===== config.mk =====
export PLATFORM = sky130hd
export DESIGN_NAME = collision_counter
export DESIGN_NICKNAME = d
export VERILOG_FILES = /design/src/rtl/collision_counter_pkg.sv /design/src/rtl/collision_counter_popcount_tree.sv /design/src/rtl/collision_counter.sv
export SDC_FILE = /design/constraint.sdc
export NUM_CORES = 1
export LEC_CHECK = 0
export BUFFER_PORTS_ARGS = -buffer_cell sky130_fd_sc_hd__buf_4
export CORE_MARGIN = 1
export CORE_UTILIZATION = 34
export DETAILED_ROUTE_END_ITERATION = 8
export PLACE_DENSITY = 0.78
export SLEW_MARGIN = 20
export SYNTH_ARGS = -nofsm -noshare
export SYNTH_HDL_FRONTEND = slang
export SYNTH_SLANG_ARGS = --single-unit

===== constraint.sdc =====
create_clock -name clk -period 1.85 [get_ports clk]
set_input_delay 0.2775 -clock clk [delete_from_list [all_inputs] [get_ports clk]]
set_output_delay 0.2775 -clock clk [all_outputs]
set_load 0.02 [all_outputs]

===== src/rtl/collision_counter_pkg.sv =====
// Shared definitions for the pixel-path blocks (pixel_join, collision_counter).
//   - colour constants used by pixel_join
//   - default width of the collision count outputs
//   - popcount_width(): result width of a popcount over a given number of bits
package collision_counter_pkg;

  localparam logic [11:0] BACKGROUND = 12'h000;
  localparam logic [11:0] GREEN      = 12'h0F0;
  localparam logic [11:0] RED        = 12'hF00;
  localparam logic [11:0] BLUE       = 12'h00F;

  // 32 matches the integer-typed port of the game-logic consumer.
  localparam int CNT_W_DEFAULT = 32;

  // Bits needed to hold any value 0..width.
  function automatic int popcount_width(input int width);
    return $clog2(width + 1);
  endfunction

endpackage


===== src/rtl/collision_counter_popcount_tree.sv =====
// Purely combinational balanced adder tree returning the number of set bits.
// Ports:
//   i_bits  [WIDTH-1:0]  input vector
//   o_count [OUT_W-1:0]  number of ones in i_bits, OUT_W = clog2(WIDTH+1)
module collision_counter_popcount_tree
  import collision_counter_pkg::*;
#(
  parameter int WIDTH = 2,
  localparam int OUT_W = popcount_width(WIDTH)
) (
  input  logic [WIDTH-1:0] i_bits,
  output logic [OUT_W-1:0] o_count
);

  generate
    if (WIDTH == 1) begin : g_leaf
      assign o_count = i_bits;
    end else begin : g_split
      // Split into two near-equal halves so depth stays log2(WIDTH).
      localparam int LO_W  = WIDTH / 2;
      localparam int HI_W  = WIDTH - LO_W;
      localparam int LO_CW = popcount_width(LO_W);
      localparam int HI_CW = popcount_width(HI_W);

      logic [LO_CW-1:0] w_lo;
      logic [HI_CW-1:0] w_hi;

      collision_counter_popcount_tree #(.WIDTH(LO_W)) u_lo (
        .i_bits  (i_bits[LO_W-1:0]),
        .o_count (w_lo)
      );

      collision_counter_popcount_tree #(.WIDTH(HI_W)) u_hi (
        .i_bits  (i_bits[WIDTH-1:LO_W]),
        .o_count (w_hi)
      );

      // Sum of both halves is at most WIDTH, which always fits OUT_W.
      assign o_count = OUT_W'(w_lo) + OUT_W'(w_hi);
    end
  endgenerate

endmodule


===== src/rtl/collision_counter.sv =====
// Reports how many drawable components drive the current pixel, for hit
// detection in game logic. All outputs are registered (1 cycle latency).
// Ports:
//   clk        pixel clock, rising edge
//   rst_n      asynchronous active-low reset
//   enable     per-component "outputting this pixel" flags
//   clear      synchronous clear of the peak register
//   number     registered popcount of enable
//   collision  registered flag, number >= 2
//   peak       highest number since reset or clear
module collision_counter
  import collision_counter_pkg::*;
#(
  parameter int WIDTH = 2,
  parameter int CNT_W = CNT_W_DEFAULT
) (
  input  logic             clk,
  input  logic             rst_n,
  input  logic [WIDTH-1:0] enable,
  input  logic             clear,
  output logic [CNT_W-1:0] number,
  output logic             collision,
  output logic [CNT_W-1:0] peak
);

  localparam int PC_W = popcount_width(WIDTH);

  logic [WIDTH-1:0] w_enable_clean;
  logic [PC_W-1:0]  w_count;
  logic [CNT_W-1:0] w_count_ext;

  logic [CNT_W-1:0] r_number;
  logic             r_collision;
  logic [CNT_W-1:0] r_peak;

  // Unknown/undriven bits count as "not driving" so X never reaches outputs.
  always_comb begin
    w_enable_clean = '0;
    for (int i = 0; i < WIDTH; i++) begin
      w_enable_clean[i] = (enable[i] === 1'b1);
    end
  end

  collision_counter_popcount_tree #(.WIDTH(WIDTH)) u_popcount_tree (
    .i_bits  (w_enable_clean),
    .o_count (w_count)
  );

  assign w_count_ext = CNT_W'(w_count);

  always_ff @(posedge clk or negedge rst_n) begin
    if (!rst_n) begin
      r_number    <= '0;
      r_collision <= 1'b0;
      r_peak      <= '0;
    end else begin
      r_number    <= w_count_ext;
      r_collision <= (w_count_ext >= CNT_W'(2));
      // Clear restarts tracking from the current sample rather than zero.
      if (clear) begin
        r_peak <= w_count_ext;
      end else if (w_count_ext > r_peak) begin
        r_peak <= w_count_ext;
      end
    end
  end

  assign number    = r_number;
  assign collision = r_collision;
  assign peak      = r_peak;

endmodule


# Yosys cells after proc, flatten, opt, wreduce, memory -nomap -nowiden
# Index checks and enable logic that the tools add are counted.
dict set report totals {
  ff_bits 35
  inputBits 5
  out_inout_bits 65
  elab_cells 11
}
dict set report op_classes {
  n_addsub 1
  magnitude_cmp 2
  eq_ne 2
  mux 2
  n_reduce_logical 1
}
# operator count
set op_table {}
lappend op_table {{two-way mux 32 bit} 2}
lappend op_table {{greater-than comparator 2 x 32 -> 1 bit} 1}
lappend op_table {{adder 1 x 1 -> 2 bit} 1}
lappend op_table {{case equality test 1 bit (second input constant)} 2}
lappend op_table {{greater-or-equal comparator 2 bit (second input constant)} 1}
lappend op_table {{nonzero test 2 bit} 1}

# Longest topological paths before layout
# Gate-level depths: netlist of run 1.
dict set report logic_depth {
  word_depth 5
  depth_mapped 6
  depth_no_buf 6
}

# Hierarchy
# A second synthesis of run 1 with hierarchy kept.
dict set report hier_totals {
  cells_unflattened 80
  area_unflattened_um2 701.9
}
# module n_inst cells_per_inst area_each_um2 seq_area_each_um2
set modules_own_cells {}
lappend modules_own_cells {collision_counter 1 77 674.4 125.1}
lappend modules_own_cells {{collision_counter_popcount_tree at u_popcount_tree.g_split.u_hi ...} 2 1 7.5 0.0}
lappend modules_own_cells {{collision_counter_popcount_tree at u_popcount_tree} 1 1 12.5 0.0}

# Worst setup path after synthesis of run 1
# No wires, ideal clock.
dict set report synth_path {
  path_type {input-to-reg}
  startpoint {input enable[0]}
  endpoint {register r_peak[0] (netlist: peak[0])}
  arrival_time_ns 1.391
  required_ns 1.722
  path_slack_ns 0.331
  cell_stages 6
  path_buffers 0
  path_cell_list {ha_1 > inv_1 > ha_1 > nand2_1 > a2bb2oi_2 > mux2_1}
}
dict set report synth_between {
  elab_chain_len 4
  word_cells_on_any_way 6
  cone_classes {add/sub (1); order compare (1); eq/ne (1); mux (2); reduce/logical (1)}
}
# element line_no
set synth_lines {}
lappend synth_lines {{start: declaration} collision_counter.sv:19} ;# input logic [WIDTH-1:0] enable,
lappend synth_lines {{case equality test 1 bit (*)} collision_counter.sv:40} ;# w_enable_clean[i] = (enable[i] === 1'b1);
lappend synth_lines {{adder 1 x 1 -> 2 bit (*)} collision_counter_popcount_tree.sv:39} ;# assign o_count = OUT_W'(w_lo) + OUT_W'(w_hi);
lappend synth_lines {{greater-than comparator 2 x 32 -> 1 bit or two-way mux 32 bit (tied branches)} collision_counter.sv:62} ;# end else if (w_count_ext > r_peak) begin
lappend synth_lines {{nonzero test 2 bit (no source line) or two-way mux 32 bit (tied branches)} --}
lappend synth_lines {{end signal: assignment} collision_counter.sv:61} ;# r_peak <= w_count_ext;
lappend synth_lines {{end signal: assignment} collision_counter.sv:63} ;# r_peak <= w_count_ext;
lappend synth_lines {{end: declaration} collision_counter.sv:34} ;# logic [CNT_W-1:0] r_peak;
# Mark *: on every way between the ends. The rest lies on a longest branch, timed or not. The select of a mux whose other input is x is not followed.
# A chain may end at the register's enable or synchronous reset.

# Final worst setup path of run 1
dict set report layout_path {
  startpoint {input enable[0]}
  endpoint {register r_peak[0] (netlist: peak[0])}
}
dict set report layout_between {
  elab_chain_len 4
  word_cells_on_any_way 6
  cone_classes {add/sub (1); order compare (1); eq/ne (1); mux (2); reduce/logical (1)}
}
# element line_no
set layout_lines {}
lappend layout_lines {{case equality test 1 bit (*)} collision_counter.sv:40}
lappend layout_lines {{adder 1 x 1 -> 2 bit (*)} collision_counter_popcount_tree.sv:39}
lappend layout_lines {{named net u_popcount_tree.o_count[0]} collision_counter_popcount_tree.sv:12} ;# output logic [OUT_W-1:0] o_count
lappend layout_lines {{greater-than comparator 2 x 32 -> 1 bit or two-way mux 32 bit (tied branches)} collision_counter.sv:62}
lappend layout_lines {{nonzero test 2 bit (no source line) or two-way mux 32 bit (tied branches)} --}
# The timed path passes the listed nets; every way through them passes the cells marked *. The select of a mux whose other input is x is not followed.

==> run_results.csv, run 1 <==
group,metric,value,unit
finish,area_delta_synth_final,-15.8,%
run,drv_cap,0,
synthesis,ys_seq_elements,4,
global_route,globalRouteTotalUtil,0.0589,
floorplanning,placementRows,15,
critical_path,crit_chain,"buf_4, ha_1, inv_1, ha_1, nand2_1, a2bb2oi_2, mux2_1",
global_route,overflow,0,
clocking,cts.path.max_buffers,2,
sta,finalCritPeriodShare,0.807,
floorplanning,design.core.area,1780,sq um
synthesis,yosys-top-cells-area,"buf_4 (69%), dfrtp_1 (15%), ha_1 (5.6%)",
clocking,cts_buffers,3,
drt,drc_errors,0,
place,place_ws,0.114,ns
synthesis,netlist.top_cell.by_area,"buf_4",
global_route,antenna_found_initial,0,
sta,fmax,670,MHz
synthesis,yosysSeqAreaShare,0.150,
critical_path,required,1.96,ns
sta,setup_viol,0,
floorplanning,die_w,46.2,um
finish,n_fill_cell,191,
critical_path,cpPeakStageDelay,0.33,ns
power_and_ir_drop,leakagePower,0.360,nW
sta,fin_setup_tns,0,ns
drt,detail_route.wirelength,631,um
drt,vias_per_cell,2.82,
synthesis,ys_warn_count,0,
critical_path,crit_fanout,3,
min_path,worstHoldPathType,"input pin to flop",
clocking,cts-root-buf,"clkbuf_4",
synthesis,synth_top_area_frac,0.688,
sta,fin_skew,0.0000158,ns
floorplanning,initial_core_util,0.373,
power_and_ir_drop,p_per_area,827,nW/um^2
synthesis,yosysUniqueCellTypes,10,
clocking,insertion_delay,0.23,ns
drt,post_drt_wl_per_cell,5.58,um
synthesis,async_flop_share,1.00,
finish,insertedDiodeCount,0,
drt,vias,319,
synthesis,synth_area_per_cell,8.64,sq um
finish,nets,98,
synthesis,synthFlopType,"dfrtp_1",
global_route,grt_max_degree,5,
finish,drive_above_1_share,0.159,
clocking,cts_tree,"built",
sta,fin_ws,0.357,ns
drt,drtAntennaViolNets,0,
synthesis,synth_edf_count,0,
outcome,outcome,"finished clean",
critical_path,end_kind,"flop",
critical_path,cp-start-kind,"input pin",
clocking,cts_sinks,4,
place,portBuffers,9,
synthesis,syn_area,666,sq um
synthesis,synth.most_common_cell,"buf_4",
sta,hold_ws,0.321,ns
sta,rsz0062_at_grt,"no",
critical_path,cpMostUsedCell,"ha_1",
place,dp_hpwl,577,um
global_route,grt_pass1_vias,194,
floorplanning,die_height,46.2,um
synthesis,synth_cells,77,
synthesis,synth_common_cells,"buf_4 (61), dfrtp_1 (4), ha_1 (3), inv_1 (2), mux2_1 (2)",
sta,fin_crit,1.49,ns
sta,slew_violations,0,
place,place.gp.congestion,0.553,
critical_path,worstSetupPathType,"input pin to flop",
global_route,grt_pass1_wl,814,um
clocking,post-cts-setup-buffers,0,
power_and_ir_drop,ir_drop,0.000308,V
finish,final_util,0.314,
clocking,cts.htree.levels,1,
sta,finalHoldViolCount,0,
drt,first_pass_iters,2,
critical_path,r2r_slack,0.42,ns
drt,drt_iter0_markers,2,
clocking,clkTransAtPathRegs,0.04,ns
critical_path,crit_path_top_delay_cell,"mux2_1",
floorplanning,die_area,2140,sq um
critical_path,cp.arrival,1.60,ns
floorplanning,design.portCount,70,
==> placed cells by master (no fill, tap or decap) <==
master,instances
nand2b_1,1
nor2_4,1
buf_4,9
ha_1,3
dfrtp_1,4
a2bb2oi_2,1
clkbuf_4,3
dlygate4sd3_1,1
mux2_1,2
conb_1,60
nand2_1,1
inv_1,2
==> power breakdown <==
| group | switching (mW) | internal [mW] |
|---|---|---|
| Clock | 0.0334 | 0.0724 |
| Combinational | 0.174 | 0.0668 |
| Sequential | 0.0117 | 0.105 |
| Total | 0.220 | 0.244 |
==> critical path: cells and delay by family <==
family                   cells  cell delay [ns]
adder cells (fa/ha/maj)      2             0.58
multiplexers                 1             0.33
AO/OA/AOI/OAI                1             0.17
buffers and inverters        2             0.17
AND/OR/NAND/NOR              1             0.08
==> cell type report <==
| class | count | area (sq um) | share of cell area |
|---|---|---|---|
| clock buffer | 3 | 22.5 | 0.0402 |
| tap | 25 | 31.3 | 0.0558 |
| inverter | 2 | 7.51 | 0.0134 |
| timing repair buffer | 10 | 77.6 | 0.138 |
| multi-input combinational | 69 | 322 | 0.574 |
| sequential | 4 | 100 | 0.179 |
==> flip-flops by register name (all words and copies together), names as in the netlist <==
signal and flops:
collision 1, number 1, peak 2
==> cell families (layout without fill, tap and decap cells) <==
kind of cell / after synthesis / after routing / synth area share
AOI/OAI and AO/OA: 1 / 1 / 0.0225
adders and majority gates: 3 / 3 / 0.0564
buffers and inverters: 63 / 15 / 0.699
DFF: 4 / 4 / 0.150
muxes: 2 / 2 / 0.0338
other: 1 / 60 / 0.00563
and+or+nand+nor: 3 / 3 / 0.0320
==> through the flow <==
stage               power [mW]  instance area [sq um]  instances
CTS                      0.468                    561        113
finish                   0.464                    561        113
detailed placement       0.356                    528        109
global placement         0.348                    528        109
global route             0.499                    561        113
floorplan                0.402                    887        136
==> metal layers <==
| metal | up-vias | part of all wire | track usage |
|---|---|---|---|
| met2 | 37 | 0.65 | 0.104 |
| met1 | 145 | 0.25 | 0.0494 |
| li1 | 137 | - | - |
| met4 | 0 | 0 | 0.0529 |
| met5 | - | 0 | 0 |
| met3 | 0 | 0.10 | 0.0235 |
==> what timing repair did <==
action                     in CTS  in global routing
hold endpoints to repair        4                  0
resized for setup               0                  0
setup endpoints to repair       0                  0
hold buffers                    1                  0
==> worst paths after layout <==
path,start,end,cells after the start
min in group asynchronous,rst_n,number[0],2
worst min-delay path,enable[1],number[0],2
worst max-delay path,enable[0],peak[0],7
max in group asynchronous,rst_n,peak[1],2
worst max register to register,peak[1],peak[0],5
worst min register to register,peak[0],peak[0],1
No activity file was read; power rests on OpenSTA's default activity.
==> inputs of run 2 (changes only) <==
==> constraint.sdc (replaced) <==
create_clock -name clk -period 1.4 [get_ports clk]
set_input_delay 0.21 -clock clk [delete_from_list [all_inputs] [get_ports clk]]
set_output_delay 0.21 -clock clk [all_outputs]
set_load 0.02 [all_outputs]
==> run_results.csv, run 2 (synthesized netlist as in run 1, its figures left out) <==
group,metric,value,unit
critical_path,end_kind,"flop",
finish,drive_above_1_share,0.281,
floorplanning,placementRows,15,
finish,finalInstanceArea,629,sq um
clocking,insertion_delay,0.24,ns
floorplanning,design.portCount,70,
floorplanning,design.core.area,1780,sq um
finish,instances_no_fill,114,
critical_path,required,1.52,ns
power_and_ir_drop,p_per_area,1140,nW/um^2
critical_path,cp.arrival,1.50,ns
critical_path,cp-start-kind,"flop",
sta,finalHoldViolCount,0,
place,dp_hpwl,586,um
sta,fin_skew,0.00318,ns
critical_path,crit_fanout,3,
global_route,grt_pass1_wl,800,um
sta,setup_viol,0,
clocking,cts.htree.levels,1,
sta,slew_violations,0,
drt,drt_iter0_markers,3,
finish,mostFrequentLayoutCells,"conb_1 (60), buf_4 (10), ha_4 (3), clkbuf_4 (3)",
power_and_ir_drop,ir_drop,0.000300,V
sta,fmax,723,MHz
clocking,cts_tree,"built",
floorplanning,initial_core_util,0.373,
global_route,grt_max_degree,5,
drt,first_pass_iters,2,
global_route,overflow,0,
drt,detail_route.wirelength,711,um
power_and_ir_drop,leakagePower,0.373,nW
drt,drtAntennaViolNets,0,
clocking,cts-root-buf,"clkbuf_4",
clocking,cts.path.max_buffers,2,
finish,insertedDiodeCount,0,
clocking,cts_buffers,3,
drt,drc_errors,0,
min_path,worstHoldPathType,"input pin to flop",
global_route,globalRouteTotalUtil,0.0636,
clocking,cts_sinks,4,
clocking,clkTransAtPathRegs,0.04,ns
drt,post_drt_wl_per_cell,6.24,um
floorplanning,die_height,46.2,um
critical_path,worstSetupPathType,"flop to flop",
clocking,post-cts-setup-buffers,0,
place,portBuffers,9,
drt,vias_per_cell,2.93,
finish,n_fill_cell,174,
sta,fin_crit,1.38,ns
drt,vias,334,
finish,final_common_cell,"conb_1",
finish,area_delta_synth_final,-5.45,%
outcome,outcome,"finished clean",
global_route,grt_pass1_vias,193,
finish,largest_reg_flops,2,
run,drv_cap,0,
global_route,antenna_found_initial,0,
place,place.gp.congestion,0.558,
power_and_ir_drop,finalPower,716,uW
floorplanning,die_area,2140,sq um
sta,finalCritPeriodShare,0.988,
floorplanning,die_w,46.2,um
finish,nets,99,
place,placed_cells,110,
place,placed_area,563,sq um
==> run 2: cell count changes in the layout (fill, tap and decap cells not counted) <==
cell,delta
ha_1,-3
a2bb2oi_4,+1
ha_4,+3
dfrtp_2,+2
dfrtp_1,-2
a2bb2oi_2,-1
inv_1,-2
nand2_1,-1
mux2_4,+2
inv_2,+2
mux2_1,-2
buf_4,+1
nand2_2,+1
==> run 2: repair_timing <==
action / in CTS / in global routing
hold buffers: 1 / 0
pin swaps: 1 / 3
hold endpoints to repair: 4 / 0
setup endpoints to repair: 1 / 2
resized for setup: 1 / 5
==> run 2: path summary, 6_finish.rpt <==
| kind | from | to | slack, ns | cells after the start |
|---|---|---|---|---|
| min in group asynchronous | rst_n | number[0] | 0.32 | 2 |
| min reg2reg | peak[1] | peak[1] | 0.56 | 1 |
| max | peak[1] | peak[1] | 0.02 | 5 |
| max reg2reg | peak[1] | peak[1] | 0.02 | 5 |
| max in group asynchronous | rst_n | peak[1] | 0.97 | 2 |
| min | enable[1] | collision | 0.24 | 2 |
==> run 2: per-stage QoR <==
stage                TNS, ns  setup WS [ns]  utilization  hold slack (ns)
finish                     0         0.0164        0.353            0.245
global route         -0.0358        -0.0211        0.353            0.240
CTS                 -0.00380       -0.00380        0.336            0.225
detailed placement    -0.280         -0.151        0.316          0.00952
global placement      -0.234         -0.117        0.316          0.00486
floorplan            -0.0189       -0.00944            -          -0.0856
==> run 2: routing by layer <==
| metal | track usage | vias up | part of all wire |
|---|---|---|---|
| li1 | - | 138 | - |
| met1 | 0.0492 | 151 | 0.25 |
| met2 | 0.0958 | 41 | 0.58 |
| met3 | 0.0235 | 4 | 0.11 |
| met4 | 0.106 | 0 | 0.053 |
| met5 | 0 | - | 0 |
==> run 2: report_power, final <==
part	internal, mW	total (mW)	switching, mW	leakage [nW]
registers	0.142	0.165	0.0233	0.0468
clock network	0.0963	0.149	0.0527	0.0138
logic	0.144	0.402	0.258	0.312
total	0.382	0.716	0.334	0.373
==> run 2: worst max-delay path, cell delays in order (launching register included) <==
cell and delay [ns]:
dfrtp_2 0.41, inv_2 0.07, ha_4 0.20, nand2_2 0.09
a2bb2oi_4 0.17, mux2_4 0.31
==> run 2: cell type report <==
type,count,area (sq um),area share
Inverter,2,7.51,0.0119
Multi-Input combinational cell,69,380,0.604
Timing Repair Buffer,11,85.1,0.135
Sequential cell,4,103,0.163
Clock buffer,3,22.5,0.0358
Tap cell,25,31.3,0.0497
==> inputs of run 3 (changes only) <==
--- a/config.mk
+++ b/config.mk
@@ -7,10 +7,11 @@
 export LEC_CHECK = 0
 export BUFFER_PORTS_ARGS = -buffer_cell sky130_fd_sc_hd__buf_4
 export CORE_MARGIN = 1
-export CORE_UTILIZATION = 34
+export CORE_UTILIZATION = 32
 export DETAILED_ROUTE_END_ITERATION = 8
-export PLACE_DENSITY = 0.78
+export PLACE_DENSITY = 0.76
 export SLEW_MARGIN = 20
 export SYNTH_ARGS = -nofsm -noshare
 export SYNTH_HDL_FRONTEND = slang
+export SYNTH_HIERARCHICAL = 1
 export SYNTH_SLANG_ARGS = --single-unit
==> constraint.sdc (replaced) <==
create_clock -name clk -period 1.1 [get_ports clk]
set_input_delay 0.165 -clock clk [delete_from_list [all_inputs] [get_ports clk]]
set_output_delay 0.165 -clock clk [all_outputs]
set_load 0.02 [all_outputs]
==> run_results.csv, run 3 <==
group,metric,value,unit
outcome,outcome,"complete, but fails checks",
outcome,violations,"setup timing",
critical_path,cpPeakStageDelay,0.38,ns
drt,drt_iter0_markers,1,
drt,first_pass_iters,2,
synthesis,synth_area_per_cell,8.77,sq um
clocking,clkTransAtPathRegs,0.04,ns
place,place.gp.congestion,0.718,
synthesis,synth_top_area_frac,0.663,
global_route,globalRouteTotalUtil,0.0624,
finish,finalInstanceArea,696,sq um
critical_path,crit_fanout,2,
synthesis,synth_common_cells,"buf_4 (62), dfrtp_1 (5), ha_1 (3), inv_1 (2), mux2_1 (2)",
drt,vias,328,
global_route,grt_pass1_wl,1.09,mm
sta,setup_viol,2,
synthesis,synthFlopType,"dfrtp_1",
clocking,cts_sinks,5,
synthesis,synth_edf_count,0,
critical_path,crit_family,"flip-flops",
finish,final_util,0.348,
sta,fin_skew,0.0000333,ns
clocking,cts_buffers,3,
synthesis,ys_warn_count,6,
global_route,antenna_found_initial,0,
global_route,overflow,0,
sta,finalCritPeriodShare,1.23,
finish,area_delta_synth_final,-0.891,%
synthesis,yosysUniqueCellTypes,11,
drt,post_drt_wl_per_cell,7.03,um
synthesis,yosysSeqAreaShare,0.178,
global_route,grt_max_degree,6,
floorplanning,design.core.area,2000,sq um
drt,drc_errors,0,
critical_path,crit_chain,"inv_2, ha_4, nand2_2, a2bb2oi_4, mux2_4",
place,portBuffers,9,
synthesis,synth.most_common_cell,"buf_4",
finish,final_common_cell,"conb_1",
clocking,cts_tree,"built",
finish,nets,103,
sta,finalHoldViolCount,0,
synthesis,synth_cells,80,
synthesis,yosys-top-cells-area,"buf_4 (66%), dfrtp_1 (18%), ha_1 (5.3%)",
sta,slew_violations,0,
clocking,insertion_delay,0.23,ns
critical_path,end_kind,"flop",
power_and_ir_drop,ir_drop,0.000682,V
power_and_ir_drop,p_per_area,1520,nW/um^2
critical_path,crit_path_top_delay_cell,"dfrtp_1",
clocking,cts.htree.levels,1,
run,drv_cap,0,
drt,vias_per_cell,2.71,
sta,fin_crit,1.35,ns
clocking,cts-root-buf,"clkbuf_4",
clocking,cts.path.max_buffers,2,
floorplanning,die_height,48.8,um
floorplanning,placementRows,16,
synthesis,async_flop_share,1.00,
sta,fmax,740,MHz
drt,drtAntennaViolNets,0,
floorplanning,die_w,48.8,um
critical_path,cp.arrival,1.47,ns
place,placed_area,598,sq um
sta,rsz0062_at_grt,"yes",
synthesis,syn_area,702,sq um
critical_path,required,1.22,ns
synthesis,ys_seq_elements,5,
finish,insertedDiodeCount,0,
sta,fin_ws,-0.252,ns
floorplanning,design.portCount,70,
min_path,worstHoldPathType,"input pin to asynchronous set/reset pin",
critical_path,critPathBufInv,1,
drt,detail_route.wirelength,851,um
global_route,grt_pass1_vias,250,
finish,mostFrequentLayoutCells,"conb_1 (60), buf_4 (11), dfrtp_1 (5)",
floorplanning,die_area,2380,sq um
floorplanning,initial_core_util,0.351,
synthesis,netlist.top_cell.by_area,"buf_4",
sta,hold_ws,0.279,ns
power_and_ir_drop,leakagePower,0.410,nW
place,dp_hpwl,648,um
finish,drive_above_1_share,0.287,
critical_path,cp-start-kind,"flop",
critical_path,worstSetupPathType,"flop to flop",
power_and_ir_drop,finalPower,1.06,mW
sta,fin_setup_tns,-0.502,ns
==> run 3: cell count changes after synthesis <==
cell,before,now
buf_4,61,62
clkbuf_1,0,1
dfrtp_1,4,5
==> run 3: metal layers <==
metal / track usage / wire length, um
met5: 0 / 0
met4: 0.0441 / 0
met3: 0.0187 / 75
met2: 0.113 / 572
met1: 0.0592 / 203
==> run 3: logic make-up (layout without fill, tap and decap cells) <==
kind of cell,Yosys count,count (layout),synth area share
adder cells (fa/ha/maj),3,3,0.0535
AND/OR/NAND/NOR,3,3,0.0303
flip-flops,5,5,0.178
buffers and inverters,65,20,0.679
multiplexers,2,2,0.0321
other,1,60,0.00534
AO/OA/AOI/OAI,1,1,0.0214
==> run 3: cell type report <==
cell class | instances | area, sq um
Fill cell | 224 | 1310
Timing Repair Buffer | 14 | 115
Clock buffer | 4 | 26.3
Sequential cell | 5 | 125
Multi-Input combinational cell | 69 | 388
Inverter | 2 | 7.51
Tap cell | 27 | 33.8
==> run 3: report_power, final <==
part | internal [mW] | switching [mW] | leakage [nW]
clock network | 0.137 | 0.0681 | 0.0150
logic | 0.259 | 0.360 | 0.333
registers | 0.215 | 0.0203 | 0.0620
==> run 3: worst reg2reg max path: cells and delay by family (launching register included) <==
family	cells	cell delay (ns)
buffers and inverters	1	0.07
flip-flops	1	0.38
AND/OR/NAND/NOR	1	0.09
multiplexers	1	0.31
adder cells (fa/ha/maj)	1	0.20
AO/OA/AOI/OAI	1	0.19
==> run 3: final timing paths <==
kind	start	end	slack, ns	depth (start not counted)
min in group clk	enable[0]	number[0]	0.28	3
max in group asynchronous	rst_n	number[1]	0.71	2
worst max register to register	peak[1]	peak[1]	-0.25	5
worst min register to register	peak[1]	peak[1]	0.64	2
worst max-delay path	peak[1]	peak[1]	-0.25	5
worst min-delay path	rst_n	peak[0]	0.28	2
==> run 3: metrics by stage <==
stage	worst slack, ns	instances
after floorplan	-0.391	139
after global placement	-0.453	116
after detailed placement	-0.497	116
after CTS	-0.274	122
after global routing	-0.294	121
final	-0.252	121
==> run 3: timing repair <==
item	in CTS	in global routing
hold buffers	1	0
setup endpoints to repair	2	4
setup buffers	1	2
pin swaps	3	2
gates resized for setup	6	5
hold endpoints to repair	5	0
